===== config.mk =====
export PLATFORM = sky130hd
export DESIGN_NAME = load_store_unit
export DESIGN_NICKNAME = d
export VERILOG_FILES = /design/src/rtl/load_store_unit_pkg.sv /design/src/rtl/lsu_lane_align.sv /design/src/rtl/load_store_unit.sv
export SDC_FILE = /design/constraint.sdc
export NUM_CORES = 1
export LEC_CHECK = 0
export CAP_MARGIN = 20
export CORE_ASPECT_RATIO = 0.8
export CORE_MARGIN = 4
export CORE_UTILIZATION = 40
export CTS_CLUSTER_DIAMETER = 40
export DETAILED_ROUTE_END_ITERATION = 8
export GPL_TIMING_DRIVEN = 1
export PLACE_DENSITY = 0.67
export SLEW_MARGIN = 0
export SYNTH_ARGS = -nofsm -noshare
export SYNTH_HDL_FRONTEND = slang
export SYNTH_SLANG_ARGS = --single-unit

===== constraint.sdc =====
create_clock -name clk -period 5.7 [get_ports clk]
set_input_delay 1.14 -clock clk [delete_from_list [all_inputs] [get_ports clk]]
set_output_delay 1.14 -clock clk [all_outputs]
set_load 0.05 [all_outputs]

===== src/rtl/load_store_unit_pkg.sv =====
// Shared size codes, FSM state encoding and the alignment rule for the load/store unit.
package load_store_unit_pkg;

  localparam logic [1:0] SIZE_B   = 2'b00;
  localparam logic [1:0] SIZE_H   = 2'b01;
  localparam logic [1:0] SIZE_W   = 2'b10;
  localparam logic [1:0] SIZE_BAD = 2'b11;

  typedef enum logic [2:0] {
    ST_IDLE   = 3'd0,
    ST_LOAD   = 3'd1,
    ST_RMW_RD = 3'd2,
    ST_WRITE  = 3'd3,
    ST_DONE   = 3'd4,
    ST_ERR    = 3'd5
  } state_t;

  function automatic logic is_misaligned(input logic [1:0] size, input logic [1:0] lane);
    case (size)
      SIZE_B:  return 1'b0;
      SIZE_H:  return lane[0];
      SIZE_W:  return (lane != 2'b00);
      default: return 1'b1;
    endcase
  endfunction

endpackage


===== src/rtl/lsu_lane_align.sv =====
// Combinational lane logic: extracts and extends the load lane, and merges store data
// into a word (whole-word replacement for word stores).
module lsu_lane_align
  import load_store_unit_pkg::*;
(
  input  logic [31:0] word,
  input  logic [1:0]  lane,
  input  logic [1:0]  size,
  input  logic        sign_ext,
  input  logic [31:0] wdata,
  output logic [31:0] load_val,
  output logic [31:0] store_word
);

  logic [7:0]  lane_byte;
  logic [15:0] lane_half;

  always_comb begin
    lane_byte = word[{lane, 3'b000} +: 8];
    lane_half = lane[1] ? word[31:16] : word[15:0];

    load_val = word;
    case (size)
      SIZE_B:  load_val = {{24{sign_ext & lane_byte[7]}}, lane_byte};
      SIZE_H:  load_val = {{16{sign_ext & lane_half[15]}}, lane_half};
      default: load_val = word;
    endcase

    store_word = word;
    case (size)
      SIZE_B: store_word[{lane, 3'b000} +: 8] = wdata[7:0];
      SIZE_H: begin
        if (lane[1]) store_word[31:16] = wdata[15:0];
        else         store_word[15:0]  = wdata[15:0];
      end
      default: store_word = wdata;
    endcase
  end

endmodule


===== src/rtl/load_store_unit.sv =====
// Byte/half/word load-store sequencer in front of a word-only data memory.
// Sub-word stores are read-modify-write; misaligned requests abort before any write.
//
//  state     | meaning
//  ----------+-----------------------------------------------------------
//  ST_IDLE   | waiting for req; request fields latched on accept
//  ST_LOAD   | memory word read, lane extended into rdata
//  ST_RMW_RD | sub-word store: current memory word captured into merge_q
//  ST_WRITE  | mem_wr high for exactly this cycle
//  ST_DONE   | done pulse, CPU released
//  ST_ERR    | misalign pulse, access dropped without writing
module load_store_unit
  import load_store_unit_pkg::*;
#(
  parameter int ADDR_W = 32,
  parameter int DATA_W = 32
) (
  input  logic              clk,
  input  logic              rst,
  input  logic              req,
  input  logic              we,
  input  logic [1:0]        size,
  input  logic              sign_ext,
  input  logic [ADDR_W-1:0] addr,
  input  logic [DATA_W-1:0] wdata,
  output logic [DATA_W-1:0] rdata,
  output logic              busy,
  output logic              done,
  output logic              misalign,
  output logic              mem_wr,
  output logic [ADDR_W-1:0] mem_addr,
  output logic [DATA_W-1:0] mem_din,
  input  logic [DATA_W-1:0] mem_dout
);

  state_t            state;
  state_t            next_state;
  logic [ADDR_W-1:0] addr_q;
  logic [1:0]        size_q;
  logic              sign_q;
  logic [DATA_W-1:0] wdata_q;
  logic [DATA_W-1:0] merge_q;
  logic [DATA_W-1:0] align_word;
  logic [DATA_W-1:0] load_val;
  logic [DATA_W-1:0] store_word;
  logic              accept;

  assign accept = (state == ST_IDLE) && req;

  always_ff @(posedge clk or posedge rst) begin
    if (rst) state <= ST_IDLE;
    else     state <= next_state;
  end

  always_comb begin
    next_state = state;
    busy       = 1'b0;
    mem_wr     = 1'b0;
    done       = 1'b0;
    misalign   = 1'b0;
    case (state)
      ST_IDLE: begin
        if (req) begin
          busy = 1'b1;
          if (is_misaligned(size, addr[1:0])) next_state = ST_ERR;
          else if (!we)                       next_state = ST_LOAD;
          else if (size == SIZE_W)            next_state = ST_WRITE;
          else                                next_state = ST_RMW_RD;
        end
      end
      ST_LOAD: begin
        busy       = 1'b1;
        next_state = ST_DONE;
      end
      ST_RMW_RD: begin
        busy       = 1'b1;
        next_state = ST_WRITE;
      end
      ST_WRITE: begin
        busy       = 1'b1;
        mem_wr     = 1'b1;
        next_state = ST_DONE;
      end
      ST_DONE: begin
        done       = 1'b1;
        next_state = ST_IDLE;
      end
      ST_ERR: begin
        misalign   = 1'b1;
        next_state = ST_IDLE;
      end
      default: next_state = ST_IDLE;
    endcase
  end

  always_ff @(posedge clk or posedge rst) begin
    if (rst) begin
      addr_q  <= '0;
      size_q  <= SIZE_B;
      sign_q  <= 1'b0;
      wdata_q <= '0;
      merge_q <= '0;
      rdata   <= '0;
    end else begin
      if (accept) begin
        addr_q  <= addr;
        size_q  <= size;
        sign_q  <= sign_ext;
        wdata_q <= wdata;
      end
      if (state == ST_LOAD)   rdata   <= load_val;
      if (state == ST_RMW_RD) merge_q <= mem_dout;
    end
  end

  // In WRITE the lane logic merges into the captured word; otherwise it sees the live read.
  assign align_word = (state == ST_WRITE) ? merge_q : mem_dout;

  lsu_lane_align u_lane_align (
    .word       (align_word),
    .lane       (addr_q[1:0]),
    .size       (size_q),
    .sign_ext   (sign_q),
    .wdata      (wdata_q),
    .load_val   (load_val),
    .store_word (store_word)
  );

  assign mem_addr = {addr_q[ADDR_W-1:2], 2'b00};
  assign mem_din  = (state == ST_WRITE) ? store_word : '0;

endmodule


==> results of run 1 <==
==> routing by layer <==
layer  vias to the layer above  share of wire [%]  track usage, %
li1                       2961                  -               -
met1                      3135                 44           32.63
met2                       339                 43           32.02
met3                        33                 11           8.516
met4                         0                2.0           6.200
met5                         -                  0               0
==> stage by stage <==
step / instance area, um^2 / hold WS (ps) / util [%]
2_1_floorplan: 7640 / 459.4 / -
3_3_place_gp: 9565 / 473.4 / 51.87
3_5_place_dp: 9565 / 478.4 / 51.87
4_1_cts: 10160 / 493.0 / 55.10
5_1_grt: 10160 / 507.6 / 55.10
6_report: 10160 / 485.8 / 55.10
==> flip-flops by register name, summed over array words and instances (netlist names) <==
signal,cells
addr_q,32
merge_q,32
rdata,32
wdata_q,32
state,3
size_q,2
sign_q,1
==> critical path, stage by stage, from the launching register on <==
cell and delay, ps:
sky130_fd_sc_hd__dfrtp_1 510, sky130_fd_sc_hd__inv_2 190, sky130_fd_sc_hd__ha_1 400, sky130_fd_sc_hd__nand2_1 80, sky130_fd_sc_hd__nor3_2 430, sky130_fd_sc_hd__a221oi_1 140
sky130_fd_sc_hd__a2111oi_0 780, sky130_fd_sc_hd__clkdlybuf4s50_1 950
==> layout make-up <==
type	instances	area, um^2
Clock inverter	12	152.6
Clock buffer	19	442.9
Multi-Input combinational cell	512	3759
Fill cell	1616	8282
Tap cell	253	316.6
Sequential cell	134	3353
Timing Repair Buffer	212	2092
Inverter	10	45.04
==> cell usage in the layout (no fill, tap or decap), drive strengths merged, types with 4 or more instances in the layout <==
cell type / count
clkdlybuf4s50: 200
dfrtp: 134
mux2: 103
nand2: 91
a21oi: 46
mux2i: 44
o21ai: 43
nor2: 34
clkbuf: 19
nor3: 18
a22oi: 16
a221oi: 16
o2111a: 14
buf: 12
inv: 12
nand3: 9
o22ai: 8
or3: 7
nor2b: 6
a31oi: 6
a211o: 6
ha: 5
o211ai: 4
a2111oi: 4
a211oi: 4
clkinvlp: 4
==> report_power, final <==
part           internal [mW]  switching [mW]  leakage, nW  total, mW
sequential              1.43           0.462         1.60       1.89
clock                  0.697           0.428        0.282       1.12
combinational           1.27            2.02         2.28       3.28
==> path summary, 6_finish.rpt <==
path	end	slack (ps)	cells after the start
max	mem_din[12]	640	7
min	addr_q[29]	490	1
max reg2reg	rdata[11]	2710	6
min reg2reg	addr_q[29]	490	1
max in group asynchronous	wdata_q[20]	3350	3
min in group asynchronous	addr_q[3]	1290	2
==> cells by family after synthesis <==
family / Yosys count
AO/OA/AOI/OAI: 173
adder cells (fa/ha/maj): 5
buffers and inverters: 93
flip-flops: 134
multiplexers: 149
other: 1
AND/OR/NAND/NOR: 183
==> impl_results.html, run 1 <==
<table>
<tr><th>Metric</th><th>Value</th></tr>
<tr><th colspan="2">Outcome</th></tr>
<tr><td>Result of the run</td><td>completed</td></tr>
<tr><th colspan="2">Route</th></tr>
<tr><td>Via count</td><td>6468</td></tr>
<tr><td>Average via count per standard cell</td><td>5.615</td></tr>
<tr><td>Routed wire length per instance</td><td>21.00 um</td></tr>
<tr><td>Wire length reported by the detailed router</td><td>around 24000 um</td></tr>
<tr><td>Number of detailed-routing iterations run before antenna repair</td><td>6</td></tr>
<tr><td>Count of routing violations after the opening detailed-route iteration</td><td>between 600 and 700</td></tr>
<tr><td>Remaining number of nets flagged by the antenna check after routing</td><td>0</td></tr>
<tr><td>Drc violations</td><td>0</td></tr>
<tr><th colspan="2">Clock network</th></tr>
<tr><td>Clock tree from TritonCTS</td><td>done</td></tr>
<tr><td>Root buffer cell</td><td>sky130_fd_sc_hd__clkbuf_16</td></tr>
<tr><td>Count of hold buffers inserted by post-cts repair</td><td>0</td></tr>
<tr><td>Setup Buffers After CTS</td><td>0</td></tr>
<tr><td>Number of sinks handled by clock tree synthesis</td><td>134</td></tr>
<tr><td>Number of buffers created by CTS</td><td>17</td></tr>
<tr><td>Insertion delay to the later sink of the worst-skew pair</td><td>430 ps</td></tr>
<tr><td>Max H-tree Level</td><td>4</td></tr>
<tr><td>Resize count post-CTS</td><td>0</td></tr>
<tr><td>Clock input transition at the sequential cells of the worst setup and hold paths</td><td>60 ps</td></tr>
<tr><td>Maximum clock insertion buffer count</td><td>2</td></tr>
<tr><th colspan="2">Setup path</th></tr>
<tr><td>Worst path arrival time</td><td>around 4000 ps</td></tr>
<tr><td>Startpoint type of the worst setup path</td><td>register</td></tr>
<tr><td>Launch instance of the worst register-to-register path</td><td>state[1]</td></tr>
<tr><td>Origin of the worst setup path</td><td>addr_q[0]</td></tr>
<tr><td>Maximum fanout count along the critical path</td><td>11</td></tr>
<tr><td>Critical path endpoint category</td><td>primary output</td></tr>
<tr><td>Worst endpoint required time</td><td>4560 ps</td></tr>
<tr><td>Path type of the worst setup path</td><td>reg2out</td></tr>
<tr><th colspan="2">Yosys</th></tr>
<tr><td>Cell area after synthesis</td><td>0.007636 mm^2</td></tr>
<tr><td>Synthesized-area fraction occupied by and/or/nand/nor cells</td><td>11.42%</td></tr>
<tr><td>Cells after synthesis</td><td>738</td></tr>
<tr><td>Mean area per synthesized cell</td><td>around 10 um^2</td></tr>
<tr><td>Share of the synthesized area in compound gates (AO/OA/AOI/OAI)</td><td>15.14%</td></tr>
<tr><td>Sequential fraction of the synthesis area</td><td>43.91%</td></tr>
<tr><td>Commonest cells in the netlist</td><td>sky130_fd_sc_hd__dfrtp_1 (134), sky130_fd_sc_hd__mux2_2 (97), sky130_fd_sc_hd__nand2_1 (91), sky130_fd_sc_hd__a21oi_1 (45), sky130_fd_sc_hd__mux2i_1 (44)</td></tr>
<tr><td>Leading area contributor after synthesis</td><td>sky130_fd_sc_hd__dfrtp_1</td></tr>
<tr><td>Multiplexer fraction of the synthesized cell area</td><td>roughly 22%</td></tr>
<tr><td>Count of synthesis-stage warnings from yosys</td><td>0</td></tr>
<tr><td>Top-count cell post-synth</td><td>sky130_fd_sc_hd__dfrtp_1</td></tr>
<tr><td>Main combinational cell family by area after synthesis</td><td>multiplexers</td></tr>
<tr><td>Post-synthesis adder-cell area fraction</td><td>0.8193%</td></tr>
<tr><td>Synth Register Bits</td><td>134</td></tr>
<tr><td>Proportion of register bits with asynchronous set or reset after synthesis</td><td>100.0%</td></tr>
<tr><td>EDFF count, synth</td><td>0</td></tr>
<tr><td>Area fraction of the dominant cell type after synthesis</td><td>between 40 and 50%</td></tr>
<tr><td>Top cells by area, synth</td><td>sky130_fd_sc_hd__dfrtp_1 (44%), sky130_fd_sc_hd__mux2_2 (14%), sky130_fd_sc_hd__mux2i_1 (5.8%), sky130_fd_sc_hd__nand2_1 (4.5%), sky130_fd_sc_hd__buf_4 (3.5%)</td></tr>
<tr><td>XOR/XNOR share of the synthesized area</td><td>0%</td></tr>
<tr><td>Netlist cell types</td><td>54</td></tr>
<tr><td>Ys flop type</td><td>sky130_fd_sc_hd__dfrtp_1</td></tr>
<tr><th colspan="2">Global routing</th></tr>
<tr><td>Largest net degree at the start of global routing</td><td>100</td></tr>
<tr><td>Antenna violations before repair</td><td>0</td></tr>
<tr><td>Global-route wire length before repair</td><td>37760 um</td></tr>
<tr><td>Sum of overflow across all layers after global routing</td><td>0</td></tr>
<tr><td>Via count of the first global-routing pass</td><td>between 6000 and 7000</td></tr>
<tr><td>Overall track demand over capacity in global routing</td><td>22.69%</td></tr>
<tr><th colspan="2">Run</th></tr>
<tr><td>Max-capacitance violation count</td><td>0</td></tr>
<tr><th colspan="2">Min path</th></tr>
<tr><td>Source of the worst hold timing path</td><td>addr_q[29]</td></tr>
<tr><td>Path class of the lowest-slack min-delay path</td><td>reg2reg</td></tr>
<tr><th colspan="2">Timing</th></tr>
<tr><td>Final worst-path cycle share</td><td>about nine tenths</td></tr>
<tr><td>Clock Skews</td><td>13.46 ps</td></tr>
<tr><td>Max-slew violations</td><td>0</td></tr>
<tr><td>Unrepaired setup endpoints after global routing</td><td>false</td></tr>
<tr><td>Transition time at the pin with the least slew margin</td><td>901.0 ps</td></tr>
<tr><td>Worst-case setup margin in the final layout</td><td>644.4 ps</td></tr>
<tr><td>Total negative slack for setup checks</td><td>0 ps</td></tr>
<tr><td>Highest clock frequency the design can meet</td><td>0.1978 GHz</td></tr>
<tr><td>Final Setup Violations</td><td>0</td></tr>
<tr><td>Relative slew slack</td><td>39.94%</td></tr>
<tr><td>Fin crit period</td><td>5056 ps</td></tr>
<tr><td>Hold Vio Cnt, Final</td><td>0</td></tr>
<tr><th colspan="2">Placed design</th></tr>
<tr><td>PortBufs</td><td>200</td></tr>
<tr><td>GPL Wtd Cong</td><td>~1</td></tr>
<tr><td>Placed cells</td><td>1121</td></tr>
<tr><td>Detailed placement HPWL</td><td>~18000 um</td></tr>
<tr><td>Worst slack at placement</td><td>1143 ps</td></tr>
<tr><th colspan="2">Die</th></tr>
<tr><td>Die ar.</td><td>0.02138 mm^2</td></tr>
<tr><td>Row Count</td><td>44</td></tr>
<tr><td>Placeable core region</td><td>0.01844 mm^2</td></tr>
<tr><td>Count of boundary I/O pins</td><td>203</td></tr>
<tr><td>Initial cell density of the core</td><td>41.40%</td></tr>
<tr><td>Floorplan die width</td><td>~160 um</td></tr>
<tr><td>Die H</td><td>131.6 um</td></tr>
<tr><th colspan="2">Power</th></tr>
<tr><td>Worst ir drop on vdd</td><td>0.4134 mV</td></tr>
<tr><td>Power density relative to cell area</td><td>619.9 mW/mm^2</td></tr>
<tr><td>Static Leak</td><td>4.157 nW</td></tr>
<tr><td>Total Power Consumption</td><td>6.298 mW</td></tr>
<tr><th colspan="2">Finish</th></tr>
<tr><td>Post-Layout Cell Count</td><td>1152</td></tr>
<tr><td>Layout overhead on the synthesized area</td><td>33.07%</td></tr>
<tr><td>Final #Nets</td><td>a little under 1000</td></tr>
<tr><td>Inserted Diodes</td><td>0</td></tr>
<tr><td>Share of post-route cells with drive strength above 1</td><td>17.24%</td></tr>
</table>
Power figures use the tool's default switching activity.
==> inputs of run 2 (changes only) <==
--- a/config.mk
+++ b/config.mk
@@ -10,8 +10,10 @@
 export CORE_MARGIN = 4
 export CORE_UTILIZATION = 40
 export CTS_CLUSTER_DIAMETER = 40
+export CTS_CLUSTER_SIZE = 24
 export DETAILED_ROUTE_END_ITERATION = 8
 export GPL_TIMING_DRIVEN = 1
+export HOLD_SLACK_MARGIN = 0.06
 export PLACE_DENSITY = 0.67
 export SLEW_MARGIN = 0
 export SYNTH_ARGS = -nofsm -noshare
==> results of run 2 <==
Final layout, timing and power as in run 1 (identical DEF).
